<file path="config.mk">
export PLATFORM = sky130hd
export DESIGN_NAME = cp0_ctrl_flat
export DESIGN_NICKNAME = d
export VERILOG_FILES = /design/src/rtl/cp0_ctrl_if.sv /design/src/rtl/cp0_ctrl.sv /design/src/flat_wrapper.sv
export SDC_FILE = /design/constraint.sdc
export NUM_CORES = 1
export LEC_CHECK = 0
export ABC_CLOCK_PERIOD_IN_PS = 2300
export BUFFER_PORTS_ARGS = -buffer_cell sky130_fd_sc_hd__buf_2
export CORE_UTILIZATION = 30
export CTS_BUF_LIST = sky130_fd_sc_hd__clkbuf_4
export CTS_CLUSTER_DIAMETER = 200
export DETAILED_ROUTE_END_ITERATION = 7
export SYNTH_ARGS = -nofsm -noshare
export SYNTH_HDL_FRONTEND = slang
export SYNTH_SLANG_ARGS = --single-unit
</file>
<file path="constraint.sdc">
create_clock -name clk -period 2.3 [get_ports clk]
set_input_delay 0.46 -clock clk [delete_from_list [all_inputs] [get_ports clk]]
set_output_delay 0.46 -clock clk [all_outputs]
set_load 0.01 [all_outputs]
</file>
<file path="src/rtl/cp0_ctrl_if.sv">
// Pipeline-side bundle for the CP0 exception controller: mfc0/mtc0 access,
// M-stage victim information, interrupt lines and the redirect/return outputs.
interface cp0_ctrl_if;
  logic [4:0]  A1;
  logic [4:0]  A2;
  logic [31:0] CP0In;
  logic        WE;
  logic [31:0] VPC;
  logic        BDIn;
  logic [4:0]  ExcCodeIn;
  logic [5:0]  HWInt;
  logic        EXLClr;
  logic        req;
  logic [31:0] EPCOut;
  logic [31:0] CP0Out;

  modport master (
    output A1, A2, CP0In, WE, VPC, BDIn, ExcCodeIn, HWInt, EXLClr,
    input  req, EPCOut, CP0Out
  );

  modport slave (
    input  A1, A2, CP0In, WE, VPC, BDIn, ExcCodeIn, HWInt, EXLClr,
    output req, EPCOut, CP0Out
  );
endinterface

</file>
<file path="src/rtl/cp0_ctrl.sv">
// Coprocessor-0 exception controller: holds SR/Cause/EPC, raises the fetch
// redirect request and serves mfc0/mtc0 and the eret return address.
module cp0_ctrl #(
  parameter logic [31:0] PRID = 32'h2023_0007
) (
  input logic       clk,
  input logic       rst_n,
  cp0_ctrl_if.slave bus
);

  typedef enum logic [4:0] {
    REG_SR    = 5'd12,
    REG_CAUSE = 5'd13,
    REG_EPC   = 5'd14,
    REG_PRID  = 5'd15
  } cp0_reg_e;

  logic [5:0]  sr_im;
  logic        sr_exl;
  logic        sr_ie;
  logic        cause_bd;
  logic [5:0]  cause_ip;
  logic [4:0]  cause_exc;
  logic [31:0] epc;

  logic        int_req;
  logic        exc_req;
  logic        req_int;
  logic        wr_sr;
  logic        wr_epc;

  assign int_req = (|(bus.HWInt & sr_im)) & sr_ie & ~sr_exl;
  assign exc_req = (bus.ExcCodeIn != '0) & ~sr_exl;
  assign req_int = (int_req | exc_req) & rst_n;

  assign wr_sr  = bus.WE & ~req_int & (bus.A2 == REG_SR);
  assign wr_epc = bus.WE & ~req_int & (bus.A2 == REG_EPC);

  assign bus.req = req_int;

  // Bypass is gated by rst_n so the return address reads 0 throughout reset.
  assign bus.EPCOut = !rst_n ? '0 : (wr_epc ? bus.CP0In : epc);

  always_comb begin
    bus.CP0Out = '0;
    case (bus.A1)
      REG_SR:    bus.CP0Out = {16'h0, sr_im, 8'h0, sr_exl, sr_ie};
      REG_CAUSE: bus.CP0Out = {cause_bd, 15'h0, cause_ip, 3'h0, cause_exc, 2'h0};
      REG_EPC:   bus.CP0Out = epc;
      REG_PRID:  bus.CP0Out = PRID;
      default:   bus.CP0Out = '0;
    endcase
  end

  // EXLClr is applied before the mtc0 write so an SR write decides EXL.
  always_ff @(posedge clk or negedge rst_n) begin
    if (!rst_n) begin
      sr_im     <= '0;
      sr_exl    <= 1'b0;
      sr_ie     <= 1'b0;
      cause_bd  <= 1'b0;
      cause_ip  <= '0;
      cause_exc <= '0;
      epc       <= '0;
    end else begin
      cause_ip <= bus.HWInt;
      if (req_int) begin
        sr_exl    <= 1'b1;
        cause_bd  <= bus.BDIn;
        cause_exc <= int_req ? 5'd0 : bus.ExcCodeIn;
        epc       <= bus.BDIn ? (bus.VPC - 32'd4) : bus.VPC;
      end else begin
        if (bus.EXLClr) begin
          sr_exl <= 1'b0;
        end
        if (wr_sr) begin
          sr_im  <= bus.CP0In[15:10];
          sr_exl <= bus.CP0In[1];
          sr_ie  <= bus.CP0In[0];
        end
        if (wr_epc) begin
          epc <= bus.CP0In;
        end
      end
    end
  end

endmodule

</file>
<file path="src/flat_wrapper.sv">
// flat-port wrapper written by rule: the top's interface ports become plain ports
module cp0_ctrl_flat 
#(
  parameter logic [31:0] PRID = 32'h2023_0007
)
  (clk, rst_n, bus_A1, bus_A2, bus_CP0In, bus_WE, bus_VPC, bus_BDIn, bus_ExcCodeIn, bus_HWInt, bus_EXLClr, bus_req, bus_EPCOut, bus_CP0Out);
  cp0_ctrl_if bus_i ();
  input logic clk;
  input logic rst_n;
  input wire logic [$bits(bus_i.A1)-1:0] bus_A1;
  input wire logic [$bits(bus_i.A2)-1:0] bus_A2;
  input wire logic [$bits(bus_i.CP0In)-1:0] bus_CP0In;
  input wire logic [$bits(bus_i.WE)-1:0] bus_WE;
  input wire logic [$bits(bus_i.VPC)-1:0] bus_VPC;
  input wire logic [$bits(bus_i.BDIn)-1:0] bus_BDIn;
  input wire logic [$bits(bus_i.ExcCodeIn)-1:0] bus_ExcCodeIn;
  input wire logic [$bits(bus_i.HWInt)-1:0] bus_HWInt;
  input wire logic [$bits(bus_i.EXLClr)-1:0] bus_EXLClr;
  output wire logic [$bits(bus_i.req)-1:0] bus_req;
  output wire logic [$bits(bus_i.EPCOut)-1:0] bus_EPCOut;
  output wire logic [$bits(bus_i.CP0Out)-1:0] bus_CP0Out;
  assign bus_i.A1 = bus_A1;
  assign bus_i.A2 = bus_A2;
  assign bus_i.CP0In = bus_CP0In;
  assign bus_i.WE = bus_WE;
  assign bus_i.VPC = bus_VPC;
  assign bus_i.BDIn = bus_BDIn;
  assign bus_i.ExcCodeIn = bus_ExcCodeIn;
  assign bus_i.HWInt = bus_HWInt;
  assign bus_i.EXLClr = bus_EXLClr;
  assign bus_req = bus_i.req;
  assign bus_EPCOut = bus_i.EPCOut;
  assign bus_CP0Out = bus_i.CP0Out;
  cp0_ctrl #(.PRID(PRID)) u_core (.clk(clk), .rst_n(rst_n), .bus(bus_i));
endmodule
</file>
* After elaboration in Yosys (flattened, before gate mapping)
Cells that the tools add are included.
Storage, ports and cells: logic and storage cells 38, input port bits 90, bits in registers 52
Operators by class: $add $sub $neg 1, equal/unequal tests 6, mux-type cells 9, bitwise gates (word level) 11, reduce and logical (&&, ||, !) cells 4
Operators with widths (number):
- 32-bit 2-to-1 mux | 4
- 32-bit one-hot mux with 4 select lines | 1
- 32-bit by 3-bit subtractor with 32-bit output, second input constant | 1
- 5-bit by 4-bit == test with 1-bit output, second input constant | 6
- 1-bit AND | 7
- 6-bit AND | 1
- 6-bit OR reduction | 1
- 5-bit 2-to-1 mux | 1
- 5-bit nonzero test | 1
- 1-bit 2-to-1 mux | 3
- 3-bit nonzero test | 1
- 1-bit NOT | 2
- 2-bit AND reduction | 1
- 1-bit OR | 1

* Logic depth before layout (Yosys ltp)
depth in word-level cells 11, mapped depth 7, depth with buffers taken out 6

* Worst setup path before layout
No wires, ideal clock.
path kind in2out, from input bus_ExcCodeIn[0], to output bus_EPCOut[22], setup slack -0.093 ns, arrival 1.933 ns, stages on the path 6, data required time 1.840 ns, path through or4_1 o21a_1 clkbuf_1 clkbuf_1 o31ai_1 a21oi_1
On the way: cells in the longest elaborated chain, start to end 9
Ends and longest elaborated chain:
- start: declaration | RTL line flat_wrapper.sv:16 | input wire logic [$bits(bus_i.ExcCodeIn)-1:0] bus_ExcCodeIn;
- 5-bit nonzero test | RTL line cp0_ctrl.sv:33 | assign exc_req = (bus.ExcCodeIn != '0) & ~sr_exl;
- 1-bit AND | RTL line cp0_ctrl.sv:33
- 1-bit OR | RTL line cp0_ctrl.sv:34 | assign req_int = (int_req | exc_req) & rst_n;
- 1-bit AND | RTL line cp0_ctrl.sv:34
- 1-bit NOT | RTL line cp0_ctrl.sv:37 | assign wr_epc = bus.WE & ~req_int & (bus.A2 == REG_EPC);
- 1-bit AND (2 in series) | RTL line cp0_ctrl.sv:37
- 32-bit 2-to-1 mux (2 in series) | RTL line cp0_ctrl.sv:42 | assign bus.EPCOut = !rst_n ? '0 : (wr_epc ? bus.CP0In : epc);
- end: declaration | RTL line flat_wrapper.sv:20 | output wire logic [$bits(bus_i.EPCOut)-1:0] bus_EPCOut;
Every way passes these cells.

* Worst setup path after layout
from register u_core.sr_im[1], to output bus_EPCOut[29]
On the way: cells in the longest elaborated chain, start to end 11
Ends and longest elaborated chain:
- start: declaration | RTL line cp0_ctrl.sv:18 | logic [5:0] sr_im;
- start signal: assignment | RTL line cp0_ctrl.sv:77 | sr_im <= bus.CP0In[15:10];
- 6-bit AND | RTL line cp0_ctrl.sv:32 | assign int_req = (|(bus.HWInt & sr_im)) & sr_ie & ~sr_exl;
- 6-bit OR reduction | RTL line cp0_ctrl.sv:32
- 1-bit AND (2 in series) | RTL line cp0_ctrl.sv:32
- 1-bit OR | RTL line cp0_ctrl.sv:34
- 1-bit AND | RTL line cp0_ctrl.sv:34
- 1-bit NOT | RTL line cp0_ctrl.sv:37
- 1-bit AND (2 in series) | RTL line cp0_ctrl.sv:37
- 32-bit 2-to-1 mux (2 in series) | RTL line cp0_ctrl.sv:42
Every way passes these cells.

==> impl_metrics.tcl <==
set metrics [dict create \
    path_clk_slew_ns 0.18 \
    diodes 0 \
    worst_pin_slew_ns 0.593 \
    drive_gt1_share_pct 45.3 \
    end_kind "output port" \
    grt_pass1_vias 4810 \
    cp-start-kind "flip-flop" \
    synth_edf_count 0 \
    synthTopCellsByArea "dfrtp_1 (32%), mux2i_1 (8.0%), o31ai_1 (7.7%)" \
    hold_path_class "input pin to asynchronous set/reset pin" \
    via_per_inst 5.78 \
    cp.arrival_ns 2.05 \
    fmax_mhz 398 \
    drt-pass1-iter-count 6 \
    status "finished with violations" \
    fin_hold_ws_ns 0.0785 \
    insertion_delay_ns 0.40 \
    htree_levels 2 \
    cts_buffer_depth 2 \
    synth-seq-cells 52 \
    drc_errors 0 \
    synth.most_common_cell "dfrtp_1" \
    place_hpwl_microns 12900 \
    cts_made_buffers 5 \
    setup_viol 33 \
    fin_crit_ns 2.51 \
    synth_area_per_cell_sq_um 8.36 \
    dp_slack_ns -0.318 \
    clock_skew_ns 0.0271 \
    netlist_area_sq_um 4120 \
    die_h_microns 119 \
    yosys.area.top_type "dfrtp_1" \
    synth_top_area_share_pct 31.6 \
    areaGrowthSynthToFinish_pct 52.1 \
    place_inst 856 \
    drt-wirelength-per-cell_microns 19.4 \
    cts_tree "built" \
    ys_seq_area_share_pct 31.6 \
    layout_setup_ws_ns -0.210 \
    critPathMaxFanout 3 \
    num_rows 42 \
    synthCells 493 \
    start_util_pct 31.0 \
    via_count 5109 \
    crit_type "flip-flop to output port" \
    synth_top_flop_cell "dfrtp_1" \
    antenna_found_initial 0 \
    core_area_sq_um 13300 \
    ant_nets 0 \
    max_slew_margin_pct 59.5 \
    ff2ff_path_depth 8 \
    gp_congestion 0.896 \
    grt_overflow_total 0 \
    synth_nets 584 \
    violations "setup timing" \
    cts-root-buf "clkbuf_4" \
    drtIter0Drc 556 \
    p_leak_nw 2.74 \
    dieWidth_microns 119 \
    design_area_sq_um 6270 \
    fin_cells 884 \
    portBuffers 154 \
    dieArea_sq_um 14200 \
    placedInstanceArea_sq_um 5650 \
    clock-sinks 52 \
    grt_first_pass_wirelength_microns 25800 \
    post-route-period-util_pct 109 \
    grt_setup_unrepaired "true" \
    maxCapViolations 0 \
    hold_buffers 0 \
    fin_nets 798 \
    vdd_drop_max_mv 0.226 \
    powerDensity_nw_per_um2 531 \
    ys_warn_count 0 \
    final_core_util_pct 47.1 \
    hold_viol 0 \
    synth_commonest_cells "dfrtp_1 (52), o31ai_1 (42), a21oi_1 (41)" \
    drt_wl_total_microns 17100 \
    synthArstFlopShare_pct 100 \
    grt_max_degree 33 \
    slew_violations 0 \
    synth_cell_types 46 \
    cp.required_ns 1.84 \
    io_pins 155 \
    grtUsageTotal_pct 23.1 \
]
critical path: stages, from the launching register on:
cell,delay [ns]
dfrtp_1,0.43
a22oi_2,0.21
buf_4,0.16
a31oi_4,0.12
buf_4,0.19
o31ai_2,0.27
a21oi_2,0.11
buf_2,0.16
through the flow:
stage | TNS (ns) | power (mW)
after global routing | -8.53 | 3.51
after detailed placement | -8.10 | 2.60
after CTS | -5.81 | 3.24
final | -5.77 | 3.33
after floorplan | -0.191 | 1.97
after global placement | -7.34 | 2.57
path summary, 6_finish.rpt:
kind	startpoint	endpoint	slack, ns
max	u_core.sr_im[1]	bus_EPCOut[29]	-0.21
min	rst_n	u_core.cause_ip[3]	0.08
max reg2reg	u_core.sr_im[0]	u_core.epc[29]	0.16
min reg2reg	u_core.cause_exc[4]	u_core.cause_exc[4]	0.53
max in group asynchronous	rst_n	u_core.epc[25]	1.91
min in group clk	bus_HWInt[4]	u_core.cause_ip[4]	0.17
state kept, by name, indices dropped and copies added, names as in the netlist:
register          cells
u_core.sr_im          6
u_core.cause_ip       6
u_core.cause_exc      5
u_core.cause_bd       1
u_core.epc           32
u_core.sr_exl         1
u_core.sr_ie          1
logic make-up after synthesis:
logic type / count (synthesis) / share of synthesized area [%]
xor+xnor: 13 / 2.76
compound gates: 162 / 26.1
flops: 52 / 31.6
simple gates: 153 / 21.7
buf+inv: 67 / 6.26
fa+ha+maj: 1 / 0.304
mux: 45 / 11.3
per-layer routing:
metal	wire, microns	share of wire, %	GRT usage, %	up-vias
met1	7180	42	29.9	2464
met2	8220	48	39.6	269
met5	0	0	0	-
met3	1310	7.6	3.02	33
met4	435	2.5	7.20	0
li1	-	-	-	2343
layout by cell type, fill, tap and decap left out, types with 2 or more instances in the layout:
cell type,count
nand3b_1,4
and2_1,14
a22o_1,5
or3_1,8
clkinvlp_4,2
or4_1,17
mux2i_1,33
buf_6,9
a2111oi_0,16
a21oi_1,37
nor3_1,4
nand2_1,10
a21oi_2,4
xnor2_1,4
clkbuf_4,5
o31ai_2,22
buf_16,2
o21ai_0,12
buf_2,151
nor4_1,4
nor4b_1,2
buf_4,79
nand4_1,35
nand3_1,5
o31ai_1,15
nor2_1,33
inv_1,20
o31ai_4,5
mux2_2,12
a22oi_1,6
xor2_1,9
a31oi_1,32
a22oi_2,2
dfrtp_1,52
nor2b_1,4
or4_4,2
buf_12,9
power breakdown:
group / internal, mW / switching (mW) / total (mW)
registers: 1.12 / 0.226 / 1.34
clock network: 0.121 / 0.319 / 0.440
logic: 0.764 / 0.782 / 1.55
total: 2.00 / 1.33 / 3.33
repair_timing:
action                     CTS  global route
buffers inserted            12             4
resized for setup           46            15
gates cloned                 3             1
pin swaps                   13             5
setup endpoints to repair   33            34
area by class of cell:
type | instances | area (sq um)
clock buffers | 5 | 37.5
clock inverters | 3 | 23.8
fillers | 1306 | 7030
inverters | 22 | 85.1
multi-input cells | 374 | 2860
flip-flops and latches | 52 | 1300
well taps | 176 | 220
repair buffers | 252 | 1740
Note: power is estimated with default switching activity, not from simulation.
